$ cat config.mk
export PLATFORM = sky130hd
export DESIGN_NAME = cam_frame_buf_sched_flat
export DESIGN_NICKNAME = d
export VERILOG_FILES = /design/src/rtl/cam_frame_buf_sched_if.sv /design/src/rtl/cam_frame_buf_sched.sv /design/src/flat_wrapper.sv
export SDC_FILE = /design/constraint.sdc
export NUM_CORES = 1
export LEC_CHECK = 0
export BUFFER_PORTS_ARGS = -buffer_cell sky130_fd_sc_hd__buf_2
export CAP_MARGIN = 20
export CORE_ASPECT_RATIO = 0.5
export CORE_UTILIZATION = 50
export CTS_BUF_LIST = sky130_fd_sc_hd__clkbuf_4 sky130_fd_sc_hd__clkbuf_8 sky130_fd_sc_hd__clkbuf_16
export CTS_CLUSTER_SIZE = 28
export DETAILED_ROUTE_END_ITERATION = 10
export PLACE_DENSITY = 0.83
export SETUP_SLACK_MARGIN = 0.4
export SLEW_MARGIN = 10
export SYNTH_ARGS = -nofsm -noshare
export SYNTH_HDL_FRONTEND = slang
export SYNTH_SLANG_ARGS = --single-unit
$ cat constraint.sdc
create_clock -name aclk -period 3.26 [get_ports aclk]
set_input_delay 0.652 -clock aclk [delete_from_list [all_inputs] [get_ports aclk]]
set_output_delay 0.652 -clock aclk [all_outputs]
set_load 0.005 [all_outputs]
$ cat src/rtl/cam_frame_buf_sched_if.sv
// Control/status bundle between the soft-core side (master) and the
// frame buffer scheduler (slave): event pulses in, buffer indices and
// statistics out.
interface cam_frame_buf_sched_if #(
    parameter int IDX_W = 3,
    parameter int CNT_W = 16
);
    logic             enable;
    logic             wr_frame_start;
    logic             wr_frame_done;
    logic             rd_claim;
    logic             rd_release;
    logic [IDX_W-1:0] wr_index;
    logic             wr_active;
    logic [IDX_W-1:0] rd_index;
    logic             rd_active;
    logic             rd_grant;
    logic             rd_miss;
    logic             frame_ready;
    logic [CNT_W-1:0] frame_cnt;
    logic [CNT_W-1:0] drop_cnt;

    modport master (
        output enable, wr_frame_start, wr_frame_done, rd_claim, rd_release,
        input  wr_index, wr_active, rd_index, rd_active, rd_grant, rd_miss,
        input  frame_ready, frame_cnt, drop_cnt
    );

    modport slave (
        input  enable, wr_frame_start, wr_frame_done, rd_claim, rd_release,
        output wr_index, wr_active, rd_index, rd_active, rd_grant, rd_miss,
        output frame_ready, frame_cnt, drop_cnt
    );
endinterface

$ cat src/rtl/cam_frame_buf_sched.sv
// Camera frame buffer scheduler: hands DDR frame buffers to one writer
// and one reader so the writer never touches the reader's buffer and the
// reader always gets the newest complete frame. Each buffer carries its
// own FREE/WRITING/READY/READING state; same-cycle events are applied in
// the order done -> claim -> release -> start.
module cam_frame_buf_sched #(
    parameter int NUM_BUFS = 3,
    parameter int IDX_W    = 3,
    parameter int CNT_W    = 16
) (
    input  logic                  aclk,
    input  logic                  rst_n,
    cam_frame_buf_sched_if.slave  bus
);

    typedef enum logic [1:0] {
        BUF_FREE    = 2'd0,
        BUF_WRITING = 2'd1,
        BUF_READY   = 2'd2,
        BUF_READING = 2'd3
    } buf_state_e;

    buf_state_e       buf_q [NUM_BUFS];
    buf_state_e       buf_d [NUM_BUFS];

    logic [IDX_W-1:0] wr_index_q, wr_index_d;
    logic             wr_active_q, wr_active_d;
    logic [IDX_W-1:0] rd_index_q, rd_index_d;
    logic             rd_active_q, rd_active_d;
    logic             rd_grant_q, rd_grant_d;
    logic             rd_miss_q, rd_miss_d;
    logic             frame_ready_q, frame_ready_d;
    logic [CNT_W-1:0] frame_cnt_q, frame_cnt_d;
    logic [CNT_W-1:0] drop_cnt_q, drop_cnt_d;

    logic             frame_inc;
    logic [1:0]       drop_inc;
    logic             claim_found;
    logic [IDX_W-1:0] claim_idx;
    logic             free_found;
    logic [IDX_W-1:0] sel_idx;

    // Apply this cycle's events in priority order to produce the next buffer map and outputs
    always_comb begin
        buf_d         = buf_q;
        wr_index_d    = wr_index_q;
        wr_active_d   = wr_active_q;
        rd_index_d    = rd_index_q;
        rd_active_d   = rd_active_q;
        rd_grant_d    = 1'b0;
        rd_miss_d     = 1'b0;
        frame_ready_d = 1'b0;
        frame_inc     = 1'b0;
        drop_inc      = 2'd0;
        claim_found   = 1'b0;
        claim_idx     = '0;
        free_found    = 1'b0;
        sel_idx       = '0;

        if (!bus.enable) begin
            for (int i = 0; i < NUM_BUFS; i++) begin
                buf_d[i] = BUF_FREE;
            end
            wr_index_d  = '0;
            wr_active_d = 1'b0;
            rd_index_d  = '0;
            rd_active_d = 1'b0;
        end else begin
            if (bus.wr_frame_done && wr_active_d) begin
                for (int i = 0; i < NUM_BUFS; i++) begin
                    if (buf_d[i] == BUF_READY) begin
                        buf_d[i] = BUF_FREE;
                        drop_inc = drop_inc + 2'd1;
                    end
                end
                for (int i = 0; i < NUM_BUFS; i++) begin
                    if (IDX_W'(i) == wr_index_d) begin
                        buf_d[i] = BUF_READY;
                    end
                end
                frame_inc   = 1'b1;
                wr_active_d = 1'b0;
            end

            if (bus.rd_claim && !rd_active_d) begin
                for (int i = 0; i < NUM_BUFS; i++) begin
                    if (buf_d[i] == BUF_READY) begin
                        claim_found = 1'b1;
                        claim_idx   = IDX_W'(i);
                    end
                end
                if (claim_found) begin
                    for (int i = 0; i < NUM_BUFS; i++) begin
                        if (IDX_W'(i) == claim_idx) begin
                            buf_d[i] = BUF_READING;
                        end
                    end
                    rd_index_d  = claim_idx;
                    rd_active_d = 1'b1;
                    rd_grant_d  = 1'b1;
                end else begin
                    rd_miss_d = 1'b1;
                end
            end

            if (bus.rd_release && rd_active_d) begin
                for (int i = 0; i < NUM_BUFS; i++) begin
                    if (IDX_W'(i) == rd_index_d) begin
                        buf_d[i] = BUF_FREE;
                    end
                end
                rd_active_d = 1'b0;
            end

            if (bus.wr_frame_start) begin
                // A start without a done abandons the half-written frame
                if (wr_active_d) begin
                    for (int i = 0; i < NUM_BUFS; i++) begin
                        if (IDX_W'(i) == wr_index_d) begin
                            buf_d[i] = BUF_FREE;
                        end
                    end
                    drop_inc = drop_inc + 2'd1;
                end
                for (int i = NUM_BUFS - 1; i >= 0; i--) begin
                    if (buf_d[i] == BUF_FREE) begin
                        free_found = 1'b1;
                        sel_idx    = IDX_W'(i);
                    end
                end
                // No FREE buffer left: overwrite the unread READY frame
                if (!free_found) begin
                    for (int i = 0; i < NUM_BUFS; i++) begin
                        if (buf_d[i] == BUF_READY) begin
                            sel_idx = IDX_W'(i);
                        end
                    end
                    drop_inc = drop_inc + 2'd1;
                end
                for (int i = 0; i < NUM_BUFS; i++) begin
                    if (IDX_W'(i) == sel_idx) begin
                        buf_d[i] = BUF_WRITING;
                    end
                end
                wr_index_d  = sel_idx;
                wr_active_d = 1'b1;
            end
        end

        for (int i = 0; i < NUM_BUFS; i++) begin
            if (buf_d[i] == BUF_READY) begin
                frame_ready_d = 1'b1;
            end
        end

        frame_cnt_d = frame_cnt_q + CNT_W'(frame_inc);
        drop_cnt_d  = drop_cnt_q + CNT_W'(drop_inc);
    end

    // Register buffer map, indices, pulses and statistics
    always_ff @(posedge aclk or negedge rst_n) begin
        if (!rst_n) begin
            for (int i = 0; i < NUM_BUFS; i++) begin
                buf_q[i] <= BUF_FREE;
            end
            wr_index_q    <= '0;
            wr_active_q   <= 1'b0;
            rd_index_q    <= '0;
            rd_active_q   <= 1'b0;
            rd_grant_q    <= 1'b0;
            rd_miss_q     <= 1'b0;
            frame_ready_q <= 1'b0;
            frame_cnt_q   <= '0;
            drop_cnt_q    <= '0;
        end else begin
            buf_q         <= buf_d;
            wr_index_q    <= wr_index_d;
            wr_active_q   <= wr_active_d;
            rd_index_q    <= rd_index_d;
            rd_active_q   <= rd_active_d;
            rd_grant_q    <= rd_grant_d;
            rd_miss_q     <= rd_miss_d;
            frame_ready_q <= frame_ready_d;
            frame_cnt_q   <= frame_cnt_d;
            drop_cnt_q    <= drop_cnt_d;
        end
    end

    assign bus.wr_index    = wr_index_q;
    assign bus.wr_active   = wr_active_q;
    assign bus.rd_index    = rd_index_q;
    assign bus.rd_active   = rd_active_q;
    assign bus.rd_grant    = rd_grant_q;
    assign bus.rd_miss     = rd_miss_q;
    assign bus.frame_ready = frame_ready_q;
    assign bus.frame_cnt   = frame_cnt_q;
    assign bus.drop_cnt    = drop_cnt_q;

endmodule

$ cat src/flat_wrapper.sv
// flat-port wrapper written by rule: the top's interface ports become plain ports
module cam_frame_buf_sched_flat 
#(
    parameter int NUM_BUFS = 3,
    parameter int IDX_W    = 3,
    parameter int CNT_W    = 16
)
  (aclk, rst_n, bus_enable, bus_wr_frame_start, bus_wr_frame_done, bus_rd_claim, bus_rd_release, bus_wr_index, bus_wr_active, bus_rd_index, bus_rd_active, bus_rd_grant, bus_rd_miss, bus_frame_ready, bus_frame_cnt, bus_drop_cnt);
  cam_frame_buf_sched_if #(.IDX_W(IDX_W), .CNT_W(CNT_W)) bus_i ();
  input  logic aclk;
  input  logic rst_n;
  input wire logic [$bits(bus_i.enable)-1:0] bus_enable;
  input wire logic [$bits(bus_i.wr_frame_start)-1:0] bus_wr_frame_start;
  input wire logic [$bits(bus_i.wr_frame_done)-1:0] bus_wr_frame_done;
  input wire logic [$bits(bus_i.rd_claim)-1:0] bus_rd_claim;
  input wire logic [$bits(bus_i.rd_release)-1:0] bus_rd_release;
  output wire logic [$bits(bus_i.wr_index)-1:0] bus_wr_index;
  output wire logic [$bits(bus_i.wr_active)-1:0] bus_wr_active;
  output wire logic [$bits(bus_i.rd_index)-1:0] bus_rd_index;
  output wire logic [$bits(bus_i.rd_active)-1:0] bus_rd_active;
  output wire logic [$bits(bus_i.rd_grant)-1:0] bus_rd_grant;
  output wire logic [$bits(bus_i.rd_miss)-1:0] bus_rd_miss;
  output wire logic [$bits(bus_i.frame_ready)-1:0] bus_frame_ready;
  output wire logic [$bits(bus_i.frame_cnt)-1:0] bus_frame_cnt;
  output wire logic [$bits(bus_i.drop_cnt)-1:0] bus_drop_cnt;
  assign bus_i.enable = bus_enable;
  assign bus_i.wr_frame_start = bus_wr_frame_start;
  assign bus_i.wr_frame_done = bus_wr_frame_done;
  assign bus_i.rd_claim = bus_rd_claim;
  assign bus_i.rd_release = bus_rd_release;
  assign bus_wr_index = bus_i.wr_index;
  assign bus_wr_active = bus_i.wr_active;
  assign bus_rd_index = bus_i.rd_index;
  assign bus_rd_active = bus_i.rd_active;
  assign bus_rd_grant = bus_i.rd_grant;
  assign bus_rd_miss = bus_i.rd_miss;
  assign bus_frame_ready = bus_i.frame_ready;
  assign bus_frame_cnt = bus_i.frame_cnt;
  assign bus_drop_cnt = bus_i.drop_cnt;
  cam_frame_buf_sched #(.NUM_BUFS(NUM_BUFS), .IDX_W(IDX_W), .CNT_W(CNT_W)) u_core (.aclk(aclk), .rst_n(rst_n), .bus(bus_i));
endmodule
==> metrics.txt, run 1 <==
critical path class=reg2reg; Final nets=384; DP Wirelength=5.02 mm; Final Setup Violations=0; Post-Syn Instances=270; CP arrival=3.45 ns; Placed Area=3320 um2; Worst Path Required=3.46 ns; critical-path cell list=buf_4, nand4b_1, o311ai_2, o21ai_1, nand2_1, nand3_2, mux2_4, o31a_1, ha_2, inv_2, fa_2, nor2_4, nand3_4, nor2_4, nand3_2, xnor2_2; die height=54.0 um; synthesized cell area=2710 um2; fin. max-slew vios=0; final cell count without fillers=441; Pre-antenna DRT Iters=5; CP max-delay cell=dfrtp_2; fin util=74.5%; final instance area=3780 um2; num ports=50; CTS buffer count=5; crit-path max FO=7; DR DRC count=0; crit-path max cell delay=0.48 ns; Fin. Hold Viols=0; WL final=8.40 mm; max_slew headroom=61.4%; max cap viols=0; vias in the first global route=2480; die area=5730 um2; all-layer global routing usage=27.1%; P_leak=1.84 nW; PwrDens=410 nW/um2; maximum clock path buffer count=2; clock root buffer=clkbuf_8; number of synthesized flops with an enable pin=0; antenna cells=0; core area=5070 um2; Initial DRC Count=173; startpoint types=flop; flops & latches, synth=48; share of layout cells above drive strength 1=44.5%; status=finished clean; initial antenna violation count=0; GRT overflow=0; routed vias/inst=6.03; Worst-Margin Slew=0.577 ns; first-pass GRT wire length=11.6 mm; # placed instances=406; via count=2660; Top FF cell, synth=dfrtp_1; H-tree levels=2; post-synthesis average cell area=10.0 um2; TritonCTS clock tree=built; Yosys warning total=0; final setup TNS=0 ns; VDD IR max=223 uV; Final period util=99.7%; Max Clock Freq=0.308 GHz; Post-Syn Nets=284; Routed Antenna Nets=0; Starting Density=53.4%; Skew-Pair Late Insertion Delay=0.32 ns; post-synthesis sequential area ratio=44.4%; std cell rows=18; RSZ-0062 raised after global routing=yes; async set-reset flop share out of synthesis=100%; CTS Sinks=48; Die Wd=106 um; Placer Congestion=0.977; minimum clock period after layout=3.25 ns; clock slew at reported path FFs=0.10 ns; total power=1.55 mW; CTS Hold Bufs=0; Synth-to-Final Area Change=39.6%; final worst clock skew=0.0141 ns; Port Buffers=48; WL/cell=19.0 um; Hold Path Class=in2async; R2R setup slack=0.01 ns; largest net degree at the start of global routing=49; Cell variety after synth=61; Worst setup EP type=flop
[cell type report]
type / count / area, um2
inverter: 14 / 55.1
timing repair buffer: 101 / 672
clock inverter: 2 / 38.8
sequential: 48 / 1210
multi-input combinational: 200 / 1630
clock buffer: 6 / 82.6
fill: 312 / 1290
tap: 70 / 87.6
[worst max-delay path: cells and delay by family (launching register included)]
kind | cells | cell delay [ns]
DFF | 1 | 0.48
xor gates and xnor gates | 1 | 0.16
and+or+nand+nor | 7 | 1.02
AOI/OAI and AO/OA | 3 | 0.43
buffers and inverters | 2 | 0.22
muxes | 1 | 0.23
adders and majority gates | 2 | 0.58
[stage by stage]
step	hold WS, ns	worst slack, ns
global placement	0.445	-0.143
finish	0.185	0.00972
detailed placement	0.464	-0.225
floorplan	0.356	0.145
global route	0.202	-0.0626
CTS	0.477	0.187
[flip-flops by register name, indices dropped and copies added, names as in the netlist]
signal                  cells
u_core.bus.rd_miss          1
u_core.bus.wr_index         2
u_core.bus.wr_active        1
u_core.bus.frame_ready      1
u_core.bus.rd_index         3
u_core.bus.frame_cnt       16
u_core.bus.rd_grant         1
u_core.buf_q                6
u_core.bus.rd_active        1
u_core.bus.drop_cnt        16
[timing repair]
action / in CTS / in global routing
pin swaps: 21 / 13
endpoints found under the setup margin: 14 / 15
gates resized for setup: 20 / 12
buffers inserted: 17 / 9
hold endpoints to repair: 0 / 0
[report_power, final]
part / total (mW) / internal [mW] / switching [mW]
clock: 0.473 / 0.251 / 0.222
combinational: 0.350 / 0.169 / 0.181
sequential: 0.725 / 0.652 / 0.0726
[synthesized netlist by cell type (all sizes together) (2+ instances only)]
library cell	count	area, um2
a2111oi	2	37.5
a211oi	2	15.0
a21boi	2	15.0
a21oi	9	45.0
a22o	3	35.0
a22oi	3	32.5
and2	5	32.5
and3	9	56.3
buf	5	30.0
clkbuf	3	11.3
dfrtp	48	1200
ha	6	75.1
inv	14	55.1
nand2	26	100
nand2b	5	38.8
nand3	16	80.1
nand4	9	62.6
nand4b	3	26.3
nor2	16	60.1
nor2b	8	52.6
nor3	3	15.0
nor3b	3	22.5
nor4bb	2	20.0
o2111ai	3	26.3
o211a	2	20.0
o21ai	13	68.8
o311ai	2	35.0
xnor2	20	175
xor2	10	87.6
[cells in the final DEF (no fill, tap or decap), drive strengths merged, types with 10 or more instances in the layout]
master  Yosys  layout
buf         5     101
dfrtp      48      48
nand2      26      26
xnor2      20      20
nor2       16      16
nand3      16      16
inv        14      14
o21ai      13      13
xor2       10      10
[worst paths after layout]
check | from | to | depth (start not counted)
setup / recovery | u_core.bus.wr_index[1] | u_core.bus.drop_cnt[14] | 16
setup reg to reg | u_core.bus.wr_index[1] | u_core.bus.drop_cnt[14] | 16
hold reg to reg | u_core.bus.frame_cnt[15] | u_core.bus.frame_cnt[15] | 1
hold / removal | rst_n | u_core.buf_q[4] | 1
max in group asynchronous | rst_n | u_core.buf_q[2] | 2
min in group aclk | u_core.bus.frame_cnt[15] | u_core.bus.frame_cnt[15] | 1
[metal layers]
metal  routed length, um  GRT usage (%)
met1                3340           30.0
met2                4100           49.6
met3                 568           6.05
met4                 392           17.8
met5                   0              0
[logic make-up (layout without fill, tap and decap cells)]
logic type,after synthesis,after routing,synth area share [%]
mux,1,1,0.416
other cells,1,1,0.139
buf+inv,22,123,3.56
fa+ha+maj,7,7,3.51
simple gates,112,112,23.4
compound gates,49,49,14.9
flops,48,48,44.4
xor+xnor,30,30,9.71
(Power assumes the default switching activity.)
==> run 2: changes to the inputs <==
==> constraint.sdc (replaced) <==
create_clock -name aclk -period 2.9 [get_ports aclk]
set_input_delay 0.58 -clock aclk [delete_from_list [all_inputs] [get_ports aclk]]
set_output_delay 0.58 -clock aclk [all_outputs]
set_load 0.01 [all_outputs]
==> metrics.txt, run 2 (synthesis results as in run 1) <==
status=complete, but fails checks; failing checks=negative setup slack; maximum clock path buffer count=2; Pre-antenna DRT Iters=4; final instance area=3970 um2; Worst setup EP type=flop; Port Buffers=48; Routed Antenna Nets=0; crit-path max FO=6; RSZ-0062 raised after global routing=yes; Fin. Hold Viols=0; WL/cell=17.6 um; minimum clock period after layout=3.14 ns; fin. max-slew vios=0; Placed Area=3500 um2; pre-CTS setup slack=-0.507 ns; DR DRC count=0; setup slack after layout=-0.238 ns; initial antenna violation count=0; clock slew at reported path FFs=0.10 ns; Hold Path Class=in2async; filler cell count=313; die area=5730 um2; WL final=8.06 mm; TritonCTS clock tree=built; clock root buffer=clkbuf_8; first-pass GRT wire length=11.9 mm; commonest non-fill, non-tap cell in the layout=buf_4; Starting Density=53.4%; H-tree levels=2; Max Clock Freq=0.319 GHz; startpoint types=flop; most frequent cells in the layout=64 x buf_4, 47 x buf_2, 44 x dfrtp_1; DP Wirelength=5.32 mm; GRT overflow=0; PwrDens=441 nW/um2; Worst Path Required=3.10 ns; num ports=50; CTS buffer count=5; core area=5070 um2; final worst clock skew=0.0141 ns; std cell rows=18; vias in the first global route=2480; critical path class=reg2reg; Initial DRC Count=108; antenna cells=0; all-layer global routing usage=28.0%; fin util=78.3%; Final nets=402; CP arrival=3.34 ns; via count=2578; final cell count without fillers=459; Sequential Area=1210 um2; Final Setup Violations=11; Fin Hold WS=0.152 ns; total power=1.75 mW; share of layout cells above drive strength 1=48.8%; Placer Congestion=1.06; routed vias/inst=5.62; # placed instances=429; max cap viols=0; Skew-Pair Late Insertion Delay=0.32 ns; area of the multi-input gates=1700 um2; VDD IR max=282 uV; die height=54.0 um; Synth-to-Final Area Change=46.6%; CTS Sinks=48; P_leak=1.96 nW; final setup TNS=-2.15 ns; Die Wd=106 um; Final period util=108%; largest net degree at the start of global routing=35
==> run 2: cell count changes in the layout (fill, tap and decap cells not counted), sizes merged <==
cell	previous run	this run
buf	101	119
inv	14	15
clkinvlp	0	1
clkinv	1	0
clkbuf	6	5
==> run 2: worst max-delay path, cell delays in order (launching register included) <==
cell and delay [ns]:
dfrtp_2 0.46, nor2b_4 0.15, a22oi_2 0.23, o31ai_4 0.13, a2111oi_4 0.27, nand4_1 0.21, xnor2_2 0.19, and2_1 0.17
ha_1 0.33, a21oi_4 0.08, nor3b_2 0.18, and2_4 0.17, nor2b_4 0.15, nand4_1 0.14, xnor2_1 0.16
==> run 2: repair_timing <==
item | 4_1_cts | 5_1_grt
setup endpoints to repair | 16 | 17
gates resized for setup | 17 | 25
buffers inserted | 11 | 11
gates cloned | 0 | 0
pin swaps | 14 | 17
hold buffers | 0 | 0
==> run 2: cell type report <==
type	count	share of cell area (%)
multi-input cells	200	42.8
flip-flops and latches	48	30.4
repair buffers	119	20.3
inverters	14	1.39
well taps	70	2.21
clock inverters	3	1.17
clock buffers	5	1.73
==> run 2: report_power, final <==
part           internal [mW]  switching (mW)  total, mW
registers              0.734          0.0742      0.808
clock network          0.260           0.253      0.513
logic                  0.198           0.231      0.429
total                   1.19           0.559       1.75
==> run 2: final timing paths <==
kind                                           from                  endpoint  slack [ns]  cells past startpoint
max                            u_core.bus.wr_active   u_core.bus.drop_cnt[15]       -0.24                     14
min                                           rst_n    u_core.bus.frame_ready        0.15                      1
max reg2reg                    u_core.bus.wr_active   u_core.bus.drop_cnt[15]       -0.24                     14
min reg2reg                u_core.bus.frame_cnt[15]  u_core.bus.frame_cnt[15]        0.48                      1
max in group asynchronous                     rst_n      u_core.bus.wr_active        1.95                      2
min in group aclk                    bus_rd_release      u_core.bus.rd_active        0.48                      2
==> run 2: per-layer routing <==
layer / track usage (%) / wire, um / up-vias
li1: - / - / 1199
met1: 34.0 / 3360 / 1286
met2: 50.9 / 4120 / 78
met3: 4.48 / 416 / 15
met4: 12.7 / 160 / 0
met5: 0 / 0 / -
==> run 3: changes to the inputs <==
- CORE_UTILIZATION: 50 -> 45
- PLACE_DENSITY: 0.83 -> 0.74
- clock period: 2.9 -> 3.2 ns (I/O delays scaled with it)
==> metrics.txt, run 3 (synthesis results as in run 1) <==
all-layer global routing usage=22.9%; Max Clock Freq=0.311 GHz; fin. max-slew vios=0; die height=56.8 um; crit-path max cell delay=0.44 ns; num ports=50; max cap viols=0; Fin. Hold Viols=0; final instance area=3860 um2; most frequent cells in the layout=48 x buf_4, 47 x buf_2, 45 x dfrtp_1; clock slew at reported path FFs=0.07 ns; area of the multi-input gates=1630 um2; Worst-Margin Slew=0.793 ns; Routed Antenna Nets=0; max_slew headroom=47.0%; Fin Hold WS=0.244 ns; via count=2469; Worst Path Required=3.37 ns; Pre-antenna DRT Iters=8; CTS buffer count=5; final worst clock skew=0.00742 ns; die area=6350 um2; startpoint types=flop; GRT overflow=0; P_leak=1.89 nW; largest net degree at the start of global routing=49; routed vias/inst=5.55; core area=5630 um2; Hold Path Class=in2async; Skew-Pair Late Insertion Delay=0.29 ns; commonest non-fill, non-tap cell in the layout=buf_4; std cell rows=19; H-tree levels=2; Final period util=101%; Port Buffers=48; Final Setup Violations=4; RSZ-0062 raised after global routing=yes; CTS Hold Bufs=0; Crit path max-delay family=compound AO/OA/AOI/OAI gates; failing checks=design-rule violations, negative setup slack; VDD IR max=232 uV; minimum clock period after layout=3.22 ns; DP Wirelength=4.84 mm; status=complete, but fails checks; first-pass GRT wire length=11.3 mm; Initial DRC Count=116; CP arrival=3.39 ns; PwrDens=459 nW/um2; Placed Area=3370 um2; clock root buffer=clkbuf_16; share of layout cells above drive strength 1=42.7%; critical-path cell list=buf_6, nand2_8, a21oi_4, o21ai_4, a2111oi_4, buf_4, nand3_4, mux2_4, o31a_1, ha_2, inv_2, fa_2, nor2_4, nand3_4, nor2_4, nand3_2, xnor2_2; pre-CTS setup slack=-0.301 ns; Sequential Area=1200 um2; setup slack after layout=-0.0191 ns; Buf/Inv on CP=3; TritonCTS clock tree=built; initial antenna violation count=0; WL/cell=16.2 um; vias in the first global route=2378; Placer Congestion=0.898; Worst setup EP type=flop; critical path class=reg2reg; filler cell count=399; Starting Density=48.0%; CP max-delay cell=dfrtp_2; maximum clock path buffer count=2; final cell count without fillers=445; final setup TNS=-0.0337 ns; Synth-to-Final Area Change=42.7%; Die Wd=112 um; crit-path max FO=7; # placed instances=415; WL final=7.23 mm; antenna cells=0; DR DRC count=3; Final nets=386; CTS Sinks=48
run 3: cell types whose count changed in the layout (fill, tap and decap cells not counted), moves of 4 or more:
cell and delta:
xnor2_1 +4, clkbuf_16 +5, buf_4 -16, clkbuf_8 -5, xnor2_2 -4
run 3: layout make-up:
cell class	instances	share of cell area, %
Clock buffer	5	3.24
Clock inverter	2	1.55
Inverter	14	1.43
Multi-Input combinational cell	200	42.2
Sequential cell	48	31.2
Tap cell	73	2.36
Timing Repair Buffer	103	18.0
run 3: where the power goes:
group | switching, mW | leakage, nW | internal (mW)
Sequential | 0.0652 | 0.642 | 0.665
Clock | 0.228 | 0.0899 | 0.443
Combinational | 0.200 | 1.16 | 0.171
run 3: per-stage QoR:
step           utilization, %  total power [mW]
6_report                 68.6              1.77
5_1_grt                  68.6              1.83
4_1_cts                  65.7              1.74
3_5_place_dp             59.8              1.06
3_3_place_gp             59.8              1.04
2_1_floorplan               -             0.914
run 3: final timing paths:
path / from / endpoint / slack [ns] / cells past startpoint
worst max register to register: u_core.bus.wr_active / u_core.bus.drop_cnt[14] / -0.02 / 17
min in group aclk: u_core.bus.frame_cnt[15] / u_core.bus.frame_cnt[15] / 0.46 / 1
max in group asynchronous: rst_n / u_core.bus.drop_cnt[2] / 2.45 / 2
worst max-delay path: u_core.bus.wr_active / u_core.bus.drop_cnt[14] / -0.02 / 17
worst min register to register: u_core.bus.frame_cnt[15] / u_core.bus.frame_cnt[15] / 0.46 / 1
worst min-delay path: rst_n / u_core.buf_q[4] / 0.24 / 1
run 3: metal layers:
layer	GRT usage [%]	wire length [um]	vias to the layer above	part of all wire (%)
met1	27.8	3060	1196	42
met3	5.29	422	22	5.8
met2	40.3	3560	88	49
li1	-	-	1163	-
met5	0	0	-	0
met4	8.30	184	0	2.5
run 3: what timing repair did:
| item | 4_1_cts | 5_1_grt |
|---|---|---|
| resized for setup | 13 | 17 |
| pin swaps | 12 | 16 |
| endpoints found under the hold margin | 0 | 0 |
| setup buffers | 14 | 8 |
| setup endpoints to repair | 15 | 15 |
run 3: worst reg2reg max path: cells and delay by family, from the launching register on:
family / cells / cell delay, ns
mux: 1 / 0.20
fa+ha+maj: 2 / 0.57
buf+inv: 3 / 0.37
compound gates: 4 / 0.75
simple gates: 6 / 0.64
flops: 1 / 0.44
xor+xnor: 1 / 0.14
